## config.mk

```make
export PLATFORM = sky130hd
export DESIGN_NAME = alu_nibble_sequencer
export DESIGN_NICKNAME = d
export VERILOG_FILES = /design/src/rtl/alu_nibble_sequencer.sv
export SDC_FILE = /design/constraint.sdc
export NUM_CORES = 1
export LEC_CHECK = 0
export CORE_AREA = 2 2 98 76
export DETAILED_ROUTE_END_ITERATION = 8
export DIE_AREA = 0 0 100 78
export HOLD_SLACK_MARGIN = 0.08
export PLACE_DENSITY = 0.76
export SLEW_MARGIN = 0
export SYNTH_ARGS = -nofsm -noshare
export SYNTH_HDL_FRONTEND = slang
export SYNTH_SLANG_ARGS = --single-unit
export TNS_END_PERCENT = 50
```

## constraint.sdc

```tcl
create_clock -name clk -period 2.7 [get_ports clk]
set_input_delay 0.54 -clock clk [delete_from_list [all_inputs] [get_ports clk]]
set_output_delay 0.54 -clock clk [all_outputs]
set_load 0.02 [all_outputs]
```

## src/rtl/alu_nibble_sequencer.sv

```systemverilog
// alu_nibble_sequencer
//   Runs a WIDTH-bit ALU operation through one external 4-bit ALU slice,
//   one nibble per cycle, least-significant nibble first. It carries the
//   slice carry between cycles and resolves SLT, zero and overflow, which
//   the slice cannot do on its own.
//
// Ports
//   clk, reset            clock; synchronous active-high reset
//   in_valid/in_ready     request handshake (in_ready only in IDLE)
//   in_a, in_b, in_op     operands and op (000 AND, 001 OR, 010 ADD,
//                         110 SUB, 111 SLT; all other codes are illegal)
//   out_valid/out_ready   result handshake (out_valid only in DONE)
//   out_result            registered WIDTH-bit result
//   out_zero, out_cout,
//   out_ovf, out_illegal  registered result flags
//   slice_a/b/cin/less/op drive to the external slice (all 0 outside RUN)
//   slice_result/cout/set combinational answer from the slice
module alu_nibble_sequencer #(
    parameter int WIDTH = 16
) (
    input  logic             clk,
    input  logic             reset,
    input  logic             in_valid,
    output logic             in_ready,
    input  logic [WIDTH-1:0] in_a,
    input  logic [WIDTH-1:0] in_b,
    input  logic [2:0]       in_op,
    output logic             out_valid,
    input  logic             out_ready,
    output logic [WIDTH-1:0] out_result,
    output logic             out_zero,
    output logic             out_cout,
    output logic             out_ovf,
    output logic             out_illegal,
    output logic [3:0]       slice_a,
    output logic [3:0]       slice_b,
    output logic             slice_cin,
    output logic             slice_less,
    output logic [2:0]       slice_op,
    input  logic [3:0]       slice_result,
    input  logic             slice_cout,
    input  logic             slice_set
);

    localparam int NNIB = WIDTH / 4;
    localparam int KW   = (NNIB > 1) ? $clog2(NNIB) : 1;

    typedef enum logic [1:0] {
        S_IDLE,
        S_RUN,
        S_DONE
    } state_t;

    state_t           state_q, state_d;
    logic [WIDTH-1:0] a_q, b_q;
    logic [2:0]       op_q;
    logic [KW-1:0]    k_q;
    logic             carry_q;

    logic             last;
    logic             legal, is_slt, is_addsub, is_arith;
    logic             ovf_int;
    logic [WIDTH-1:0] acc;
    logic [WIDTH-1:0] final_res;

    assign last       = (k_q == KW'(NNIB - 1));
    assign slice_less = 1'b0;

    // Decode of the latched op.
    always_comb begin
        legal     = (op_q == 3'b000) || (op_q == 3'b001) || (op_q == 3'b010) ||
                    (op_q == 3'b110) || (op_q == 3'b111);
        is_slt    = (op_q == 3'b111);
        is_addsub = (op_q == 3'b010) || (op_q == 3'b110);
        is_arith  = is_addsub || is_slt;
    end

    // State machine: next state and handshake outputs.
    always_comb begin
        state_d   = state_q;
        in_ready  = 1'b0;
        out_valid = 1'b0;
        case (state_q)
            S_IDLE: begin
                in_ready = 1'b1;
                if (in_valid) state_d = S_RUN;
            end
            S_RUN: begin
                if (last) state_d = S_DONE;
            end
            S_DONE: begin
                out_valid = 1'b1;
                if (out_ready) state_d = S_IDLE;
            end
            default: state_d = S_IDLE;
        endcase
    end

    // Slice drive; SLT runs as a subtract, illegal ops as a harmless AND.
    always_comb begin
        slice_a   = 4'd0;
        slice_b   = 4'd0;
        slice_cin = 1'b0;
        slice_op  = 3'b000;
        if (state_q == S_RUN) begin
            slice_a   = a_q[4*int'(k_q) +: 4];
            slice_b   = b_q[4*int'(k_q) +: 4];
            slice_cin = (k_q == '0) ? op_q[2] : carry_q;
            slice_op  = !legal ? 3'b000 : (is_slt ? 3'b110 : op_q);
        end
    end

    // Result resolution. The signed-overflow test uses the effective B sign
    // (inverted for subtract) against the slice's final sum MSB; SLT is the
    // sign of the difference corrected by that overflow.
    always_comb begin
        acc                       = out_result;
        acc[4*int'(k_q) +: 4]     = slice_result;
        ovf_int   = (a_q[WIDTH-1] == (b_q[WIDTH-1] ^ op_q[2])) &&
                    (slice_set != a_q[WIDTH-1]);
        final_res = acc;
        if (!legal)
            final_res = '0;
        else if (is_slt)
            final_res = {{(WIDTH-1){1'b0}}, slice_set ^ ovf_int};
    end

    always_ff @(posedge clk) begin
        if (reset) begin
            state_q     <= S_IDLE;
            a_q         <= '0;
            b_q         <= '0;
            op_q        <= '0;
            k_q         <= '0;
            carry_q     <= 1'b0;
            out_result  <= '0;
            out_zero    <= 1'b0;
            out_cout    <= 1'b0;
            out_ovf     <= 1'b0;
            out_illegal <= 1'b0;
        end else begin
            state_q <= state_d;
            case (state_q)
                S_IDLE: begin
                    if (in_valid) begin
                        a_q         <= in_a;
                        b_q         <= in_b;
                        op_q        <= in_op;
                        k_q         <= '0;
                        carry_q     <= 1'b0;
                        out_result  <= '0;
                        out_zero    <= 1'b0;
                        out_cout    <= 1'b0;
                        out_ovf     <= 1'b0;
                        out_illegal <= 1'b0;
                    end
                end
                S_RUN: begin
                    carry_q <= slice_cout;
                    k_q     <= last ? '0 : k_q + KW'(1);
                    if (last) begin
                        out_result  <= final_res;
                        out_zero    <= (final_res == '0);
                        out_cout    <= legal && is_arith && slice_cout;
                        out_ovf     <= legal && is_addsub && ovf_int;
                        out_illegal <= !legal;
                    end else begin
                        out_result  <= acc;
                    end
                end
                default: ;
            endcase
        end
    end

endmodule

```

Word level (Yosys, flattened, before mapping)
Cells that the tools add are included.
Word-level totals
  register bits: 60
  logic and storage cells: 84
Operators by class
  equal/unequal tests: 12
  bitwise logic cells: 2
  reductions and logical operators: 21
  shifts and indexed selects: 4
  multiplexer cells: 32
  add/sub/neg operators: 2
Operators with widths (count)
  $mux W16: 4
  $neg A4 Y33: 1
  $shift A4 B33 Y16 const A: 1
  $shiftx A4 B33 Y16: 1
  $pmux W16 S2: 1
  $shiftx A16 B5 Y4: 2
  $bwmux W16: 1
  $logic_not A16 Y1: 1
  $mux W2: 5
  $pmux W1 S2: 5
  $mux W1: 9
  $mux W3: 3
  $mux W4: 2
  $eq A3 B3 Y1 const B: 2
  $logic_or A1 B1 Y1: 6
  $ne A2 B2 Y1 const B: 3
  $pmux W2 S3: 1
  $reduce_and A3 Y1: 2
  $logic_and A1 B1 Y1: 5
  $eq A2 B2 Y1 const B: 2
  $logic_not A2 Y1: 2
  $pmux W2 S2: 1
  $reduce_and A2 Y1: 2
  $eq A3 B1 Y1 const B: 1
  other kinds (9): 10

Longest topological paths before layout
Gate-level depths: netlist of the first run.
  depth in word-level cells: 9
  depth in mapped cells: 8

Least setup slack after synthesis of the first run
Ideal clock, no wire load.
  path type: register -> register
  start point: register k_q[0]
  end point: register out_zero
  arrival time: 2.418 ns
  cell stages (with the launch flop): 9
  period minus slack after synthesis: 2.504 ns
  setup slack: 0.196 ns
  required time: 2.614 ns
  path buffers: 1
  cells stage by stage: dfxtp_1 buf_2 inv_1 ha_1 and2_1 a31oi_1 nand4_1 or4_1 a221oi_2
On the way
  word-level cells in the longest chain between the ends: 8
Ends and longest elaborated chain
  start, declared: RTL line 57  | logic [KW-1:0] k_q;
  start signal, assigned: RTL line 160  | k_q <= last ? '0 : k_q + KW'(1);
  $neg A4 Y33: RTL line 118  | acc[4*int'(k_q) +: 4] = slice_result;
  $shiftx A4 B33 Y16 / $shift A4 B33 Y16 (equally long branches): RTL line 118
  $bwmux W16: RTL line 118
  $mux W16: RTL line 124  | else if (is_slt)
  $mux W16: RTL line 122  | if (!legal)
  $logic_not A16 Y1: RTL line 163  | out_zero <= (final_res == '0);
  $mux W1: RTL line 161  | if (last) begin
  $pmux W1 S2: RTL line 143  | case (state_q)
  end signal, assigned: RTL line 163
  end, declared: RTL line 31  | output logic out_zero,
Parallel ways exist; a longest one is shown, timed or not. The select of a mux whose other input is x is not followed.
A chain may end at the register's enable or synchronous reset.

Worst setup path in the final report of the first run
  start point: register k_q[0]
  end point: output port slice_a[0]
On the way
  word-level cells in the longest chain between the ends: 2
Ends and longest elaborated chain
  $shiftx A16 B5 Y4: RTL line 106  | slice_a = a_q[4*int'(k_q) +: 4];
  $mux W4: RTL line 105  | if (state_q == S_RUN) begin
  end, declared: RTL line 35  | output logic [3:0] slice_a,
Every way passes these cells.

==> run metrics, run 1 <==
outcome complete, no violations; part of the Yosys area used for sequential elements just over 40%; Max VDD drop roughly 290 uV; CP endpoint kind primary output; Tmin final 2.64 ns; register bit count reported by yosys 60; Rows 26; Core Util, Final around three fifths; Final Hold Fails 0; H-tree Lvls 3; Worst Hold Depth 2; ys flop type dfxtp_1; # DRC 0; hpwl dp between 5 and 6 mm; Yosys top cell area share roughly two fifths; peak fanout along the critical path 12; MaxCap Viol Count 0; largest net degree at the start of global routing 36; Critical Path AT around 2.1 ns; global-route wire length before repair between 10 and 15 mm; crit share post-route between 90% and 100%; Met1 Routed Length 4.00 mm; Syn Inst Count approximately 370; Antenna Violating Nets Remaining 0; cell area after layout 4070 um2; Vias/cell between 5 and 6; Fillers roughly 590; Hold Path End b_q[8]; distinct cell type count after synthesis 42; DRT Pass-1 Iters 4; clock-pin slew on the worst setup and hold paths roughly 0.070 ns; EDFF count, synth 0; leakage power approximately 1.5 nW; Final nets ~500; CTS Buffer Depth 2; FF-to-FF Start k_q[1]; Worst R2R Path Depth 7; total gr overflow 0; required time worst endpoint approximately 2.2 ns; Pins Over Slew Limit 0; final setup violation count 0; mapped cell area 2960 um2; share of cells above drive strength 1 a little over a tenth; Ys Warns 0; Inserted Clock Buffers 9; initial antenna violation count 0; Register Area 1200 um2; Core ar. 6770 um2; # IOs 80; Routed met2 length 3.45 mm; area leader, netlist dfxtp_1; synth top area cells dfxtp_1 41%, nand2_1 10%, a21oi_1 9.5%; RSZ-0062 raised after global routing no; cts hold-fix bufs 0; DR top layer met4; die width ~100 um; die height between 70 and 80 um; worst r2r dst out_zero; Max Freq between 300 and 400 MHz; Root Driver clkbuf_8; Routed WL per cell roughly 15 um; DRT Wirelength between 8 and 9 mm; Total GRT Usage roughly a fifth; R2R Setup Slk between 0.3 and 0.4 ns; Post-Syn Area per Cell 8.05 um2; met3 wire length 516 um; setup_tns 0 ns; Syn Nets between 400 and 500; # diodes 0; worst skew pair latency around 0.34 ns; Slew @ Worst Pin 0.883 ns; vias in the first global route approximately 2600; Area Overhead vs Synth 37.6%; skew final around 0.012 ns; Initial Utilization a little over two fifths; clock sink count 60; Rel. slew slack about two fifths; multi-input logic area 1640 um2; min-delay src b_q[8]; CTS tree built; placed instance area approximately 3800 um2; Worst setup SP type flop; Buffers on Ports 78; RD Place Congestion 0.974; vias post-DR roughly 2800; Hold Path Class reg -> reg; Pwr Density about 550 nW/um2; Detailed Route Iter0 Violations about 150; die area roughly 7800 um2; Final Power approximately 2.2 mW; Async SR Flop Fraction 0%; Setup Crit Path Kind reg -> out
critical path: stages, from the launching register on:
cell and delay [ns]:
dfxtp_1 0.35, buf_4 0.22, mux4_2 0.50, and2_1 0.16
clkdlybuf4s50_1 0.53
cells by family (layout without fill, tap and decap cells):
logic type	count (synthesis)	after routing	synth area share (%)
xor gates and xnor gates	1	1	0.296
AOI/OAI and AO/OA	85	85	16.7
muxes	12	12	7.49
DFF	60	60	40.6
other	1	1	0.127
buffers and inverters	30	111	4.40
and+or+nand+nor	172	172	27.8
adders and majority gates	6	6	2.54
worst max path at each step:
stage / start / slack (ns) / end
global placement: slice_result[3] / 0.29 / out_zero
finish: k_q[0] / 0.06 / slice_a[0]
detailed placement: slice_result[3] / 0.26 / out_zero
floorplan: k_q[0] / 0.20 / out_zero
global route: k_q[0] / 0.001 / slice_a[0]
CTS: k_q[0] / 0.03 / slice_a[2]
flip-flops by register name (all words and copies together) (netlist names):
register / cells
out_zero: 1
carry_q: 1
a_q: 16
out_ovf: 1
k_q: 2
state_q: 2
op_q: 3
out_illegal: 1
out_result: 16
out_cout: 1
b_q: 16
metrics by stage:
stage / instances / hold slack, ns / setup WS, ns
after global placement: 517 / 0.439 / 0.292
final: 532 / 0.454 / 0.0596
after floorplan: 367 / 0.433 / 0.196
after detailed placement: 517 / 0.447 / 0.256
after global routing: 532 / 0.473 / 0.00127
after CTS: 532 / 0.456 / 0.0312
cell usage in the layout (no fill, tap or decap), drive strengths merged, types with 2 or more instances in the layout:
master / n
a21oi: 56
a22oi: 4
a31oi: 14
a32oi: 2
and2: 10
and2b: 4
buf: 15
bufinv: 2
clkbuf: 11
clkdlybuf4s50: 75
dfxtp: 60
dlymetal6s2s: 2
ha: 6
inv: 4
mux2i: 3
mux4: 8
nand2: 81
nand2b: 5
nand3: 3
nand4: 3
nor2: 26
nor2b: 21
nor3: 11
nor3b: 2
o31a: 3
or4: 2
cells in the mapped netlist (3+ instances only):
library cell  count
a31oi_1          14
ha_1              6
and2_1           10
nand2_1          81
mux2i_1           3
a22oi_1           4
nand2b_1          5
inv_1             4
nor3_1           11
a21oi_1          56
dfxtp_1          60
o31a_1            3
nand3_1           3
nand4_1           3
buf_2             6
mux4_2            8
clkbuf_1         17
nor2b_1          20
nor2_1           26
final cells by class:
| type | count | area share [%] |
|---|---|---|
| multi-input combinational | 277 | 40.2 |
| sequential | 60 | 29.6 |
| timing repair buffer | 92 | 21.8 |
| clock buffer | 11 | 3.72 |
| tap | 84 | 2.58 |
| clock inverter | 4 | 1.78 |
| inverter | 4 | 0.369 |
power breakdown:
| part | leakage, nW | internal [mW] | switching, mW |
|---|---|---|---|
| Combinational | 0.933 | 0.172 | 0.183 |
| Sequential | 0.490 | 0.925 | 0.0306 |
| Clock | 0.111 | 0.563 | 0.354 |
| Total | 1.54 | 1.66 | 0.568 |
timing repair:
action	4_1_cts	5_1_grt
resized for setup	1	4
endpoints found under the setup margin	1	6
setup buffers	0	0
cloned	0	0
routing by layer:
metal	global-route usage, %	vias to the layer above
met5	0	-
met4	5.75	0
met3	5.86	6
met2	30.6	98
met1	30.9	1301
li1	-	1408
No activity file was read; power rests on OpenSTA's default activity.
==> inputs of run 2 (changes only) <==
Settings changed: CORE_AREA 2 2 98 76 to 2 2 77 97, DIE_AREA 0 0 100 78 to 0 0 79 99, PLACE_DENSITY 0.76 to 0.75.
==> run metrics, run 2 (synthesis results as in run 1) <==
outcome complete, no violations; Pwr Density 541 nW/um2; Flop pwr share roughly 44%; DRT Pass-1 Iters 7; die width 79 um; peak fanout along the critical path 9; H-tree Lvls 3; Final Hold Fails 0; Buffers on Ports 78; Setup Fix Bufs, Post-CTS 0; Non-Filler Instances around 540; Pins Over Slew Limit 0; commonest non-fill, non-tap cells in the layout 81 x nand2_1, 72 x clkdlybuf4s50_1, 58 x dfxtp_1; Inst Count DP ~520; DRT Wirelength ~7.6 mm; Clock Power Share just over 40%; required time worst endpoint between 2 and 2.5 ns; Tmin final around 2.6 ns; Area Overhead vs Synth 37.3%; Antenna Violating Nets Remaining 0; Max VDD drop 305 uV; worst skew pair latency 0.34 ns; Core ar. 6890 um2; Worst setup SP type flop; Largest regs a_q: 16 flops, b_q: 16 flops, out_result: 16 flops; vias post-DR roughly 2800; die area 7820 um2; Initial Utilization 42.9%; setup_tns 0 ns; skew final around 0.0066 ns; Final nets a little under 500; commonest non-fill, non-tap cell in the layout nand2_1; proportion of power drawn by combinational gates between 10% and 20%; RSZ-0062 raised after global routing no; Rel. slew slack a little under three fifths; clock-pin slew on the worst setup and hold paths ~0.070 ns; clock sink count 60; die height slightly below 100 um; Root Driver clkbuf_8; Fillers about 650; Vias/cell 5.21; total gr overflow 0; Max Freq just under 400 MHz; Int Power 1.61 mW; Hold Path Class reg -> reg; RD Place Congestion around 0.94; Total GRT Usage around a fifth; Net Sw Power around 0.58 mW; global-route wire length before repair approximately 12 mm; leakage power approximately 1.6 nW; CTS tree built; Sw Ratio 26.6%; CTS Buffer Depth 2; Inserted Clock Buffers 9; # DRC 0; hpwl dp approximately 5.3 mm; crit share post-route ~96%; Rows 34; # IOs 80; Setup Crit Path Kind reg -> out; Routed WL per cell ~14 um; vias in the first global route 2668; share of cells above drive strength 1 10.5%; initial antenna violation count 0; Final Power ~2.2 mW; largest net degree at the start of global routing 61; # diodes 0; Critical Path AT between 2 and 2.5 ns; final setup violation count 0; Slew @ Worst Pin around 0.63 ns; Detailed Route Iter0 Violations approximately 140; MaxCap Viol Count 0; CP endpoint kind primary output
-- run 2: changes by cell type in the layout (fill, tap and decap cells not counted), moves of 2 or more --
| cell | delta |
|---|---|
| clkbuf_8 | -2 |
| clkdlybuf4s50_1 | -3 |
| clkinv_2 | +2 |
| dlygate4sd2_1 | +2 |
-- run 2: path summary, 6_finish.rpt --
path	to	startpoint	slack, ns	depth (start not counted)
worst max-delay path	slice_a[3]	state_q[0]	0.12	4
worst max register to register	out_zero	k_q[0]	0.32	7
worst min-delay path	out_ovf	out_ovf	0.46	2
worst min register to register	out_ovf	out_ovf	0.46	2
-- run 2: metal layers --
layer	global-route usage, %	vias to the layer above	part of all wire [%]
met2	32.7	69	50
met5	0	-	0
met4	7.29	0	1.8
met3	5.40	15	4.7
met1	24.3	1314	44
li1	-	1406	-
-- run 2: repair_timing --
item                                    CTS  global route
hold buffers                              0             0
resized for setup                         3             5
endpoints found under the setup margin    6             5
-- run 2: layout make-up --
| type | count | area [um2] | area share (%) |
|---|---|---|---|
| timing repair buffer | 91 | 878 | 21.6 |
| inverter | 4 | 15.0 | 0.370 |
| tap | 90 | 113 | 2.78 |
| sequential | 60 | 1200 | 29.7 |
| clock buffer | 9 | 124 | 3.05 |
| clock inverter | 7 | 91.3 | 2.25 |
| multi-input combinational | 277 | 1630 | 40.2 |
-- run 2: power by group through the flow --
stage,registers (mW),logic [mW],clock network (mW)
after global placement,0.974,0.343,0
after floorplan,0.967,0.206,0
after CTS,0.956,0.348,0.902
after global routing,0.961,0.377,0.936
final,0.956,0.348,0.891
after detailed placement,0.975,0.346,0
-- run 2: worst max-delay path, cell delays in order, from the launching register on --
cell and delay [ns]:
dfxtp_1 0.49, nor2b_1 0.24, buf_4 0.20, and2_1 0.16, clkdlybuf4s50_1 0.62
-- run 2: through the flow --
stage               util [%]  hold WS, ns  cell area (um2)  worst slack, ns
floorplan                  -        0.433             2960            0.196
global placement        55.6        0.440             3830            0.254
detailed placement      55.6        0.447             3830            0.230
CTS                     58.7        0.456             4050          0.00614
global route            58.9        0.472             4060           0.0262
finish                  58.9        0.455             4060            0.115
==> inputs of run 3 (changes only) <==
--- a/constraint.sdc
+++ b/constraint.sdc
@@ -3,2 +3,2 @@
 set_output_delay 0.54 -clock clk [all_outputs]
-set_load 0.02 [all_outputs]
+set_load 0.1 [all_outputs]
==> run metrics, run 3 (synthesis results as in run 1) <==
Pins Over Slew Limit 0; Non-Filler Instances 534; Int Power between 1.5 and 2 mW; Final Hold Fails 0; Max Freq ~410 MHz; die height 99 um; Setup Fix Bufs, Post-CTS 0; largest net degree at the start of global routing 36; vias in the first global route approximately 2800; CTS Buffer Depth 2; Core ar. ~6900 um2; final setup violation count 0; Hold Path End a_q[7]; placed instance area ~3900 um2; Met1 Routed Length roughly 3.2 mm; cell area after layout around 4100 um2; Setup Crit Path Kind reg -> out; cts repair resizes 0; required time worst endpoint 2.16 ns; CTS tree built; R2R Setup Slk ~0.35 ns; DRT Wirelength slightly below 8 mm; commonest non-fill, non-tap cell in the layout nand2_1; clock-pin slew on the worst setup and hold paths approximately 0.07 ns; leakage power roughly 1.6 nW; Flop pwr share roughly two fifths; final worst slack 0.281 ns; met3 wire length a little over 400 um; die area ~7800 um2; Area Overhead vs Synth 40.0%; Inserted Clock Buffers 9; vias post-DR between 2000 and 3000; Inst Count DP approximately 520; worst skew pair latency 0.34 ns; cts hold-fix bufs 0; Routed met2 length 4.03 mm; setup_tns 0 ns; Final nets 490; DR top layer met4; initial antenna violation count 0; Buffers on Ports just under 80; Worst setup SP type flop; Clock Power Share 42.2%; Routed WL per cell 14.5 um; Net Sw Power between 0.6 and 0.7 mW; Rows 34; total gr overflow 0; clock sink count 60; Tmin final 2.42 ns; crit share post-route approximately 90%; RSZ-0062 raised after global routing no; # diodes 0; Final Power roughly 2.4 mW; Detailed Route Iter0 Violations 133; Worst Hold Depth 2; Worst R2R Path Depth 7; Sw Ratio between 20 and 30%; skew final 0.00747 ns; worst r2r dst out_zero; DRT Pass-1 Iters 4; Root Driver clkbuf_8; # IOs 80; post-place setup slack about 0.28 ns; Antenna Violating Nets Remaining 0; commonest non-fill, non-tap cells in the layout 81 x nand2_1, 60 x dfxtp_1, 56 x a21oi_1; RD Place Congestion between 0.8 and 0.9; Largest regs a_q: 16 flops, b_q: 16 flops, out_result: 16 flops; Initial Utilization between 40% and 50%; peak fanout along the critical path 9; # DRC 0; Max VDD drop 416 uV; proportion of power drawn by combinational gates between 10% and 20%; Critical Path AT roughly 1.9 ns; CP endpoint kind primary output; Rel. slew slack between 50 and 60%; die width between 70 and 80 um; H-tree Lvls 3; Total GRT Usage roughly 20%; share of cells above drive strength 1 17.1%; hpwl dp 5.56 mm; global-route wire length before repair 12.7 mm; Slew @ Worst Pin between 0.7 and 0.8 ns; outcome complete, no violations; FF-to-FF Start k_q[1]; Hold Path Class reg -> reg; Pwr Density a little under 600 nW/um2; min-delay src a_q[7]; MaxCap Viol Count 0; Vias/cell 5.25
run 3: cell count changes in the layout (fill, tap and decap cells not counted), moves of 2 or more:
cell / previous run / this run
buf_12: 0 / 13
buf_4: 13 / 30
clkdlybuf4s50_1: 72 / 43
clkinv_2: 3 / 1
dfxtp_1: 58 / 60
dfxtp_2: 2 / 0
dlygate4sd2_1: 2 / 0
dlymetal6s2s_1: 3 / 0
run 3: critical path: stages, from the launching register on:
cell and delay, ns:
dfxtp_1 0.49, nor2b_1 0.54, and2_1 0.31, buf_12 0.20
run 3: power by group through the flow:
stage          sequential, mW  clock [mW]  combinational, mW
2_1_floorplan           0.987           0              0.254
3_3_place_gp            0.971           0              0.423
3_5_place_dp            0.974           0              0.426
4_1_cts                 0.954        1.02              0.429
5_1_grt                 0.959        1.06              0.461
6_report                0.954        1.01              0.426
run 3: worst max-delay path by stage:
stage | depth (start not counted) | end | slack (ns) | from
2_1_floorplan | 4 | slice_op[1] | -0.25 | state_q[0]
3_3_place_gp | 6 | out_zero | 0.28 | slice_result[3]
3_5_place_dp | 6 | out_zero | 0.28 | slice_result[3]
4_1_cts | 3 | slice_b[3] | 0.25 | state_q[0]
5_1_grt | 7 | out_zero | 0.09 | k_q[1]
6_report | 3 | slice_b[3] | 0.28 | state_q[0]
run 3: per-stage QoR:
step / util (%) / hold WS, ns
global route: 60.0 / 0.473
finish: 60.0 / 0.453
global placement: 56.4 / 0.439
detailed placement: 56.4 / 0.444
CTS: 60.0 / 0.455
floorplan: - / 0.433
run 3: layout make-up:
class	count	area [um2]
multi-input cells	277	1640
clock inverters	6	111
fillers	636	2760
inverters	4	15.0
repair buffers	87	921
clock buffers	10	138
well taps	90	113
flip-flops and latches	60	1200
run 3: metal layers:
metal	vias up	track usage, %
met1	1307	23.3
met2	81	36.6
met3	13	5.22
li1	1400	-
met5	-	0
met4	0	7.82
